[config.mk]
export PLATFORM = sky130hd
export DESIGN_NAME = instr_fetch_unit
export DESIGN_NICKNAME = d
export VERILOG_FILES = /design/src/rtl/instr_fetch_unit.sv
export SDC_FILE = /design/constraint.sdc
export NUM_CORES = 1
export LEC_CHECK = 0
export BUFFER_PORTS_ARGS = -buffer_cell sky130_fd_sc_hd__buf_2
export CAP_MARGIN = 25
export CORE_MARGIN = 5
export CORE_UTILIZATION = 30
export DETAILED_ROUTE_END_ITERATION = 10
export MAX_ROUTING_LAYER = met4
export PLACE_DENSITY_LB_ADDON = 0.08
export SLEW_MARGIN = 20
export SYNTH_ARGS = -nofsm -noshare
export SYNTH_HDL_FRONTEND = slang
export SYNTH_SLANG_ARGS = --single-unit
[constraint.sdc]
create_clock -name clk -period 2.92 [get_ports clk]
set_input_delay 0.292 -clock clk [delete_from_list [all_inputs] [get_ports clk]]
set_output_delay 0.292 -clock clk [all_outputs]
set_load 0.02 [all_outputs]
[src/rtl/instr_fetch_unit.sv]
// rtl/instr_fetch_unit.sv - instruction fetch stage: PC, single-outstanding imem requests, one-entry decode buffer
//
// Purpose:
//   Holds the program counter. Issues one instruction-memory request at a time.
//   Captures each returned word in a one-entry instruction register.
//   Presents that word to decode through a valid/ready handshake.
//   Supports PC redirect (branch/jump), which also flushes any fetch in flight.
//
// Ports:
//   clk            in   1        clock, all state on rising edge
//   rst_n          in   1        asynchronous active-low reset
//   imem_req       out  1        request strobe (one cycle per request)
//   imem_addr      out  ADDR_W   request address, zero when no request
//   imem_rdata     in   INSTR_W  returned instruction word
//   imem_rvalid    in   1        imem_rdata valid this cycle
//   redirect_valid in   1        load redirect_pc and flush fetch
//   redirect_pc    in   ADDR_W   new PC
//   dec_valid      out  1        decode outputs hold an instruction
//   dec_ready      in   1        decode accepts the held instruction
//   dec_instr      out  INSTR_W  held instruction word
//   dec_opcode     out  4        top nibble of dec_instr, 4'b1111 (NOP) when not valid
//   dec_pc         out  ADDR_W   fetch address of the held instruction

module instr_fetch_unit #(
  parameter int ADDR_W = 8,
  parameter int INSTR_W = 16,
  parameter logic [ADDR_W-1:0] RESET_PC = '0
) (
  input  logic               clk,
  input  logic               rst_n,
  output logic               imem_req,
  output logic [ADDR_W-1:0]  imem_addr,
  input  logic [INSTR_W-1:0] imem_rdata,
  input  logic               imem_rvalid,
  input  logic               redirect_valid,
  input  logic [ADDR_W-1:0]  redirect_pc,
  output logic               dec_valid,
  input  logic               dec_ready,
  output logic [INSTR_W-1:0] dec_instr,
  output logic [3:0]         dec_opcode,
  output logic [ADDR_W-1:0]  dec_pc
);

  typedef enum logic [1:0] {
    S_IDLE = 2'd0,
    S_REQ  = 2'd1,
    S_WAIT = 2'd2,
    S_HOLD = 2'd3
  } state_t;

  localparam logic [ADDR_W-1:0] PC_ONE = {{(ADDR_W-1){1'b0}}, 1'b1};

  state_t             state;
  logic [ADDR_W-1:0]  pc;
  // Set when the outstanding request was overtaken by a redirect; its response is dropped.
  logic               discard;
  logic [INSTR_W-1:0] instr_q;
  logic [ADDR_W-1:0]  pc_q;

  always_ff @(posedge clk or negedge rst_n) begin
    if (!rst_n) begin
      state   <= S_IDLE;
      pc      <= RESET_PC;
      discard <= 1'b0;
      instr_q <= '0;
      pc_q    <= '0;
    end else begin
      case (state)
        S_IDLE: begin
          state <= S_REQ;
        end
        S_REQ: begin
          state <= S_WAIT;
          // The request leaves with the old pc this cycle, so its answer is stale.
          if (redirect_valid) begin
            pc      <= redirect_pc;
            discard <= 1'b1;
          end
        end
        S_WAIT: begin
          if (redirect_valid) begin
            pc <= redirect_pc;
            if (imem_rvalid) begin
              discard <= 1'b0;
              state   <= S_REQ;
            end else begin
              discard <= 1'b1;
            end
          end else if (imem_rvalid) begin
            if (discard) begin
              discard <= 1'b0;
              state   <= S_REQ;
            end else begin
              instr_q <= imem_rdata;
              pc_q    <= pc;
              pc      <= pc + PC_ONE;
              state   <= S_HOLD;
            end
          end
        end
        S_HOLD: begin
          if (redirect_valid) begin
            pc <= redirect_pc;
          end
          if (dec_ready || redirect_valid) begin
            state <= S_REQ;
          end
        end
        default: begin
          state <= S_IDLE;
        end
      endcase
    end
  end

  // Outputs depend on registered state only; no input reaches them combinationally.
  assign imem_req   = (state == S_REQ);
  assign imem_addr  = (state == S_REQ) ? pc : '0;
  assign dec_valid  = (state == S_HOLD);
  assign dec_instr  = instr_q;
  assign dec_pc     = pc_q;
  assign dec_opcode = dec_valid ? instr_q[INSTR_W-1 -: 4] : 4'b1111;

endmodule
==> metrics.txt, run 1 <==
post-detailed-route DRC marker count=0; critical path start-end classification=flop to flop; part of the power in the clock network=16.2%; Die Span X=86.6 µm; largest fanout on the critical path=16; Core Util, Final=39.3%; antenna diode instance count=0; Internal Dissipation=1.24 mW; hold violation total from the final report=0; Starting DRT DRC Count=29; number of synthesis warnings=0; share of synthesized area occupied by flip-flops and latches=49.8%; share of the clock period used by the worst path=a little under three quarters; sum of overflow across all layers after global routing=0; WL per Instance=14.9 µm; largest net degree at the start of global routing=36; logic gate share of total power=45.8%; fraction of final layout cells sized beyond drive strength 1=about half; fraction of the mapped netlist area in compound gates=between 10% and 20%; standard cell with the maximum stage delay on the critical path=sky130_fd_sc_hd__nor3_4; Routed Wire Length=4230 µm; post-synthesis instance area=0.00176 mm²; worst clock skew on the final layout=approximately 0.010 ns; global placer's final weighted congestion=slightly below 0.8; GR Util All Layers=12.5%; run status=finished clean; clock edge transition at the registers on the reported setup and hold paths=~0.070 ns; Max clock buf depth=2; CP Data Required Time=3.08 ns; count of flip-flops with a built-in enable after synthesis=0; TritonCTS clock tree=yes; H-tree levels=2; slew at the pin closest to its max-slew limit=between 0.8 and 0.9 ns; fraction of power spent switching nets=between 40% and 50%; average instance area after synthesis=12.0 µm²; flop-to-flop setup slack=around 0.85 ns; Worst Setup End Kind=flop; capturing point of the worst reg2reg path=dec_instr[13]$_DFFE_PN0P_; Post-Place Cell Area=0.00212 mm²; multiplexer area fraction after synthesis=between 15 and 20%; count of buffers from port buffering=66; detailed placer's ending HPWL=3130 µm; logic depth of the worst register-to-register path=6; final setup violation count=0; synthesized netlist cell count=roughly 150; post-synthesis register bit count=35; count of pins over their slew limit=0; global-route wire length before repair=slightly above 7000 µm; via count of the first global-routing pass=between 1000 and 1500; total power per unit cell area=981 mW/mm²; peak supply drop=between 0.2 and 0.3 mV; vias per cell=4.71; maximum capacitance violations=0; antenna violations before repair=0; Post-Synthesis Net Count=181; cells resized by post-CTS repair=0; Die Y-Extent=86.6 µm; largest delay contributor family on the critical path=simple AND/OR/NAND/NOR gates; worst stage delay on the critical path=between 0.4 and 0.5 ns; top flip-flop cell by instance count after synthesis=sky130_fd_sc_hd__dfrtp_1; Final Instance Area=0.00220 mm²; overall power=between 2 and 2.5 mW; standard-cell row count=27; Worst setup SP type=flop; I/O pin count=67; CTS Sinks=35; combined buffer and inverter count along the critical path=2; Worst Path Arrival=roughly 2.2 ns; Post-CTS Hold Fix Bufs=0; share of synthesized flip-flops with an asynchronous set or reset=100%; switching power=923 µW; part of the power in registers=38.0%; setup repair after global routing missed its margin=no; Layout Nets=246; Initial Utilization=31.3%; core outline area=0.00561 mm²; source of the worst register-to-register timing path=state[0]$_DFFE_PN0P_; Worst Hold Margin=0.0918 ns; share of synthesized cell area in full adder, half adder and majority cells=3.56%; final-layout setup total negative slack=0 ns; final antenna-violating net count=0; number of distinct library cell variants in the gate-level netlist after synthesis=33; headroom to the max-slew limit=46.4%; routed via count=between 1000 and 1500; Post-Synth Simple-Gate Area=13.4%; Die Area=0.00749 mm²; number of post-CTS setup repair buffers=0; xor/xnor cell area share of the yosys netlist=0%; hold crit path type=input pin to async pin; Leak Pwr=1.13 nW; final worst path period need=2.07 ns; first-pass detailed-route iteration total=4; highest clock frequency the design can meet=482 MHz; Critical Path, Cell by Cell=inv_1 > ha_1 > nand2_1 > nor3_4 > buf_12 > mux2_2; dominant combinational cell family by area after synthesis=multiplexers; Num CTS Buffers=5; Root Driver=sky130_fd_sc_hd__clkbuf_8; clock network latency to the later pin of the worst-skew pair=around 0.28 ns; signed area change from the synthesized netlist to the final layout=25.4%
==> state kept, by name (all words and copies together) (netlist names) <==
name       count
pc             8
dec_pc         8
discard        1
state          2
dec_instr     16
==> area by class of cell <==
| type | count | area (µm²) |
|---|---|---|
| repair buffers | 67 | 350 |
| clock inverters | 1 | 5.00 |
| fillers | 590 | 3400 |
| inverters | 6 | 22.5 |
| flip-flops and latches | 35 | 876 |
| multi-input cells | 97 | 778 |
| clock buffers | 6 | 82.6 |
| well taps | 72 | 90.1 |
==> per-layer routing <==
metal / GRT usage (%) / vias to the layer above / wire, µm
met2: 19.0 / 40 / 2050
met4: 4.25 / 0 / 58
met3: 4.56 / 6 / 264
met5: - / - / 0
met1: 15.3 / 640 / 1860
li1: - / 651 / -
==> logic make-up after synthesis <==
logic type,after synthesis
AOI/OAI and AO/OA,31
adders and majority gates,5
buffers and inverters,15
DFF,35
muxes,25
and+or+nand+nor,36
==> synthesized netlist by cell type (all sizes together), types with 2 or more instances <==
cell type | count | area [µm²]
nand2 | 7 | 26.3
ha | 5 | 62.6
nand3 | 4 | 20.0
and3 | 2 | 12.5
buf | 8 | 77.6
nand2b | 4 | 25.0
nor2 | 4 | 17.5
dfrtp | 35 | 876
inv | 6 | 22.5
a2bb2oi | 3 | 26.3
o22ai | 3 | 18.8
a21oi | 10 | 50.1
mux2 | 24 | 270
nor3 | 2 | 26.3
o21ai | 10 | 50.0
and2 | 8 | 50.1
==> worst max path at each step <==
stage / start / to / slack [ns] / cells past startpoint
floorplan: state[0]$_DFFE_PN0P_ / pc[2]$_DFFE_PN0P_ / 1.20 / 7
global route: state[1]$_DFFE_PN0P_ / pc[4]$_DFFE_PN0P_ / 0.65 / 6
global placement: state[0]$_DFFE_PN0P_ / pc[4]$_DFFE_PN0P_ / 0.85 / 5
CTS: state[1]$_DFFE_PN0P_ / imem_addr[1] / 0.80 / 4
finish: state[0]$_DFFE_PN0P_ / dec_instr[13]$_DFFE_PN0P_ / 0.85 / 6
detailed placement: state[0]$_DFFE_PN0P_ / dec_instr[9]$_DFFE_PN0P_ / 0.80 / 6
==> worst reg2reg max path, cell delays in order, from the launching register on <==
cell and delay, ns:
sky130_fd_sc_hd__dfrtp_1 0.42, sky130_fd_sc_hd__inv_1 0.07, sky130_fd_sc_hd__ha_1 0.27, sky130_fd_sc_hd__nand2_1 0.14
sky130_fd_sc_hd__nor3_4 0.47, sky130_fd_sc_hd__buf_12 0.23, sky130_fd_sc_hd__mux2_2 0.35
==> per-stage QoR <==
step                worst slack, ns  cells
finish                        0.847    284
global route                  0.654    284
CTS                           0.802    284
detailed placement            0.803    277
global placement              0.855    277
floorplan                      1.20    147
==> power by group through the flow <==
stage,clock network [mW],registers (mW),logic (mW)
finish,0.351,0.821,0.990
global route,0.389,0.853,1.10
CTS,0.370,0.822,1.01
detailed placement,0,0.828,1.01
global placement,0,0.819,0.999
floorplan,0,0.909,0.614
==> cells in the final DEF, fill, tap and decap left out, types with 4 or more instances in the layout <==
cell | Yosys | final
sky130_fd_sc_hd__dfrtp_1 | 35 | 35
sky130_fd_sc_hd__nand3_1 | 4 | 4
sky130_fd_sc_hd__clkbuf_8 | 0 | 6
sky130_fd_sc_hd__a21oi_1 | 10 | 10
sky130_fd_sc_hd__ha_1 | 5 | 5
sky130_fd_sc_hd__buf_2 | 2 | 66
sky130_fd_sc_hd__nand2b_1 | 4 | 4
sky130_fd_sc_hd__and2_1 | 8 | 8
sky130_fd_sc_hd__o21ai_0 | 7 | 7
sky130_fd_sc_hd__nand2_1 | 7 | 7
sky130_fd_sc_hd__mux2_2 | 22 | 22
sky130_fd_sc_hd__inv_1 | 6 | 6
Note: power is estimated with default switching activity, not from simulation.
==> run 2, diff against run 1 <==
- clock period: 2.92 -> 2.1 ns (I/O delays scaled with it)
==> run 2 against run 1 <==
Register-to-register slack worse by 0.57 ns. Power up 38%. Hold slack worse by 0.088 ns. Sequential cell count unchanged. Sequential share of layout area about the same. Final cell count up 1.1%. Maximum frequency up 14%. Clock skew up 0.0030 ns. Cell area about the same. Sequential power up 38%. Critical path depth unchanged. Utilization about the same. Highest routed layer unchanged.
==> metrics.txt, run 2 (synthesized netlist as in run 1, its figures left out) <==
headroom to the max-slew limit=a little under half; core outline area=about 0.0056 mm²; count of pins over their slew limit=0; Die Area=approximately 0.0075 mm²; number of post-CTS setup repair buffers=0; I/O pin count=between 60 and 70; count of buffers from port buffering=66; clock edge transition at the registers on the reported setup and hold paths=roughly 0.080 ns; Core Util, Final=39.3%; H-tree levels=2; overall power=2.99 mW; largest net degree at the start of global routing=36; CP Data Required Time=2.26 ns; signed area change from the synthesized netlist to the final layout=25.3%; Worst setup SP type=flop; Routed Wire Length=4120 µm; sum of overflow across all layers after global routing=0; post-detailed-route DRC marker count=0; flop-to-flop setup slack=0.28 ns; standard-cell row count=27; largest fanout on the critical path=16; final antenna-violating net count=0; clock network latency to the later pin of the worst-skew pair=0.29 ns; logic depth of the worst register-to-register path=6; met2 Resource Use GR=between 10% and 20%; antenna violations before repair=0; vias per cell=4.67; CP Launch Point=state[0]$_DFFE_PN0P_; via count of the first global-routing pass=1427; global placer's final weighted congestion=a little over 0.7; M1 GR Usage=between 10 and 15%; smallest setup slack after layout=roughly 0.28 ns; final worst path period need=1.82 ns; Worst Setup End Kind=flop; total power per unit cell area=1360 mW/mm²; global-route wire length before repair=6710 µm; Die Y-Extent=86.6 µm; Initial Utilization=31.3%; flip-flop count of the largest register, all copies and words added=16; highest clock frequency the design can meet=549 MHz; Starting DRT DRC Count=43; detailed placer's ending HPWL=3080 µm; hold violation total from the final report=0; pre-CTS worst setup slack=around 0.25 ns; total of fill cells in the finished design=between 500 and 600; most frequent cells in the layout=66 x sky130_fd_sc_hd__buf_2, 35 x sky130_fd_sc_hd__dfrtp_1, 22 x sky130_fd_sc_hd__mux2_2; hold crit path type=input pin to async pin; worst clock skew on the final layout=0.0135 ns; Num CTS Buffers=5; Final Instance Area=0.00220 mm²; antenna diode instance count=0; capturing point of the worst reg2reg path=dec_instr[13]$_DFFE_PN0P_; final-layout setup total negative slack=0 ns; Layout Nets=around 250; fraction of final layout cells sized beyond drive strength 1=49.3%; most frequent standard cell in the layout excluding fill and tap cells=sky130_fd_sc_hd__buf_2; Die Span X=~87 µm; WL per Instance=14.4 µm; TritonCTS clock tree=yes; Max clock buf depth=2; Most Used Layer, Global Route=met2; critical path start-end classification=flop to flop; peak supply drop=0.452 mV; slew at the pin closest to its max-slew limit=0.791 ns; routed via count=1339; share of the clock period used by the worst path=slightly below 90%; Worst Hold Margin=0.00396 ns; Post-Place Cell Area=~0.0021 mm²; maximum capacitance violations=0; final setup violation count=0; CTS Sinks=35; Worst Path Arrival=1.98 ns; fin cells=between 200 and 300; Leak Pwr=1.13 nW; GR Util All Layers=between 10% and 20%; source of the worst register-to-register timing path=state[0]$_DFFE_PN0P_; cell count after placement=279; global routing usage on met3=3.99%; Root Driver=sky130_fd_sc_hd__clkbuf_8; setup repair after global routing missed its margin=no; first-pass detailed-route iteration total=4; run status=finished clean
## run 2: worst max path at each step
stage	to	slack [ns]	depth (start not counted)
6_report	dec_instr[13]$_DFFE_PN0P_	0.28	6
3_3_place_gp	pc[6]$_DFFE_PN0P_	0.32	5
3_5_place_dp	pc[4]$_DFFE_PN0P_	0.25	6
2_1_floorplan	pc[2]$_DFFE_PN0P_	0.38	7
5_1_grt	pc[4]$_DFFE_PN0P_	0.16	5
4_1_cts	imem_addr[1]	0.12	4
## run 2: timing repair
item / CTS / global route
endpoints found under the setup margin: 0 / 2
hold buffers: 0 / 0
resized for setup: 0 / 1
## run 2: final cells by class
cell class | instances | area [µm²] | share of cell area, %
clock inverters | 1 | 5.00 | 0.227
multi-input cells | 97 | 781 | 35.4
inverters | 6 | 22.5 | 1.02
clock buffers | 7 | 76.3 | 3.46
repair buffers | 69 | 353 | 16.0
well taps | 72 | 90.1 | 4.09
flip-flops and latches | 35 | 876 | 39.8
## run 2: worst max-delay path, cell delays in order (launching register included)
cell and delay (ns):
sky130_fd_sc_hd__dfrtp_1 0.43, sky130_fd_sc_hd__inv_1 0.09, sky130_fd_sc_hd__ha_1 0.27, sky130_fd_sc_hd__nand2_1 0.14
sky130_fd_sc_hd__nor3_4 0.15, sky130_fd_sc_hd__buf_4 0.26, sky130_fd_sc_hd__mux2_2 0.36
## run 2: routing by layer
metal	part of all wire, %	vias up	wire [µm]
li1	-	651	-
met2	48	44	1970
met5	0	-	0
met1	45	639	1860
met4	1.1	0	44
met3	5.8	5	241
## run 2: power by group
| part | leakage [nW] | internal (mW) | switching [mW] |
|---|---|---|---|
| sequential | 0.448 | 0.915 | 0.217 |
| combinational | 0.640 | 0.564 | 0.826 |
| clock | 0.0422 | 0.233 | 0.237 |
| total | 1.13 | 1.71 | 1.28 |
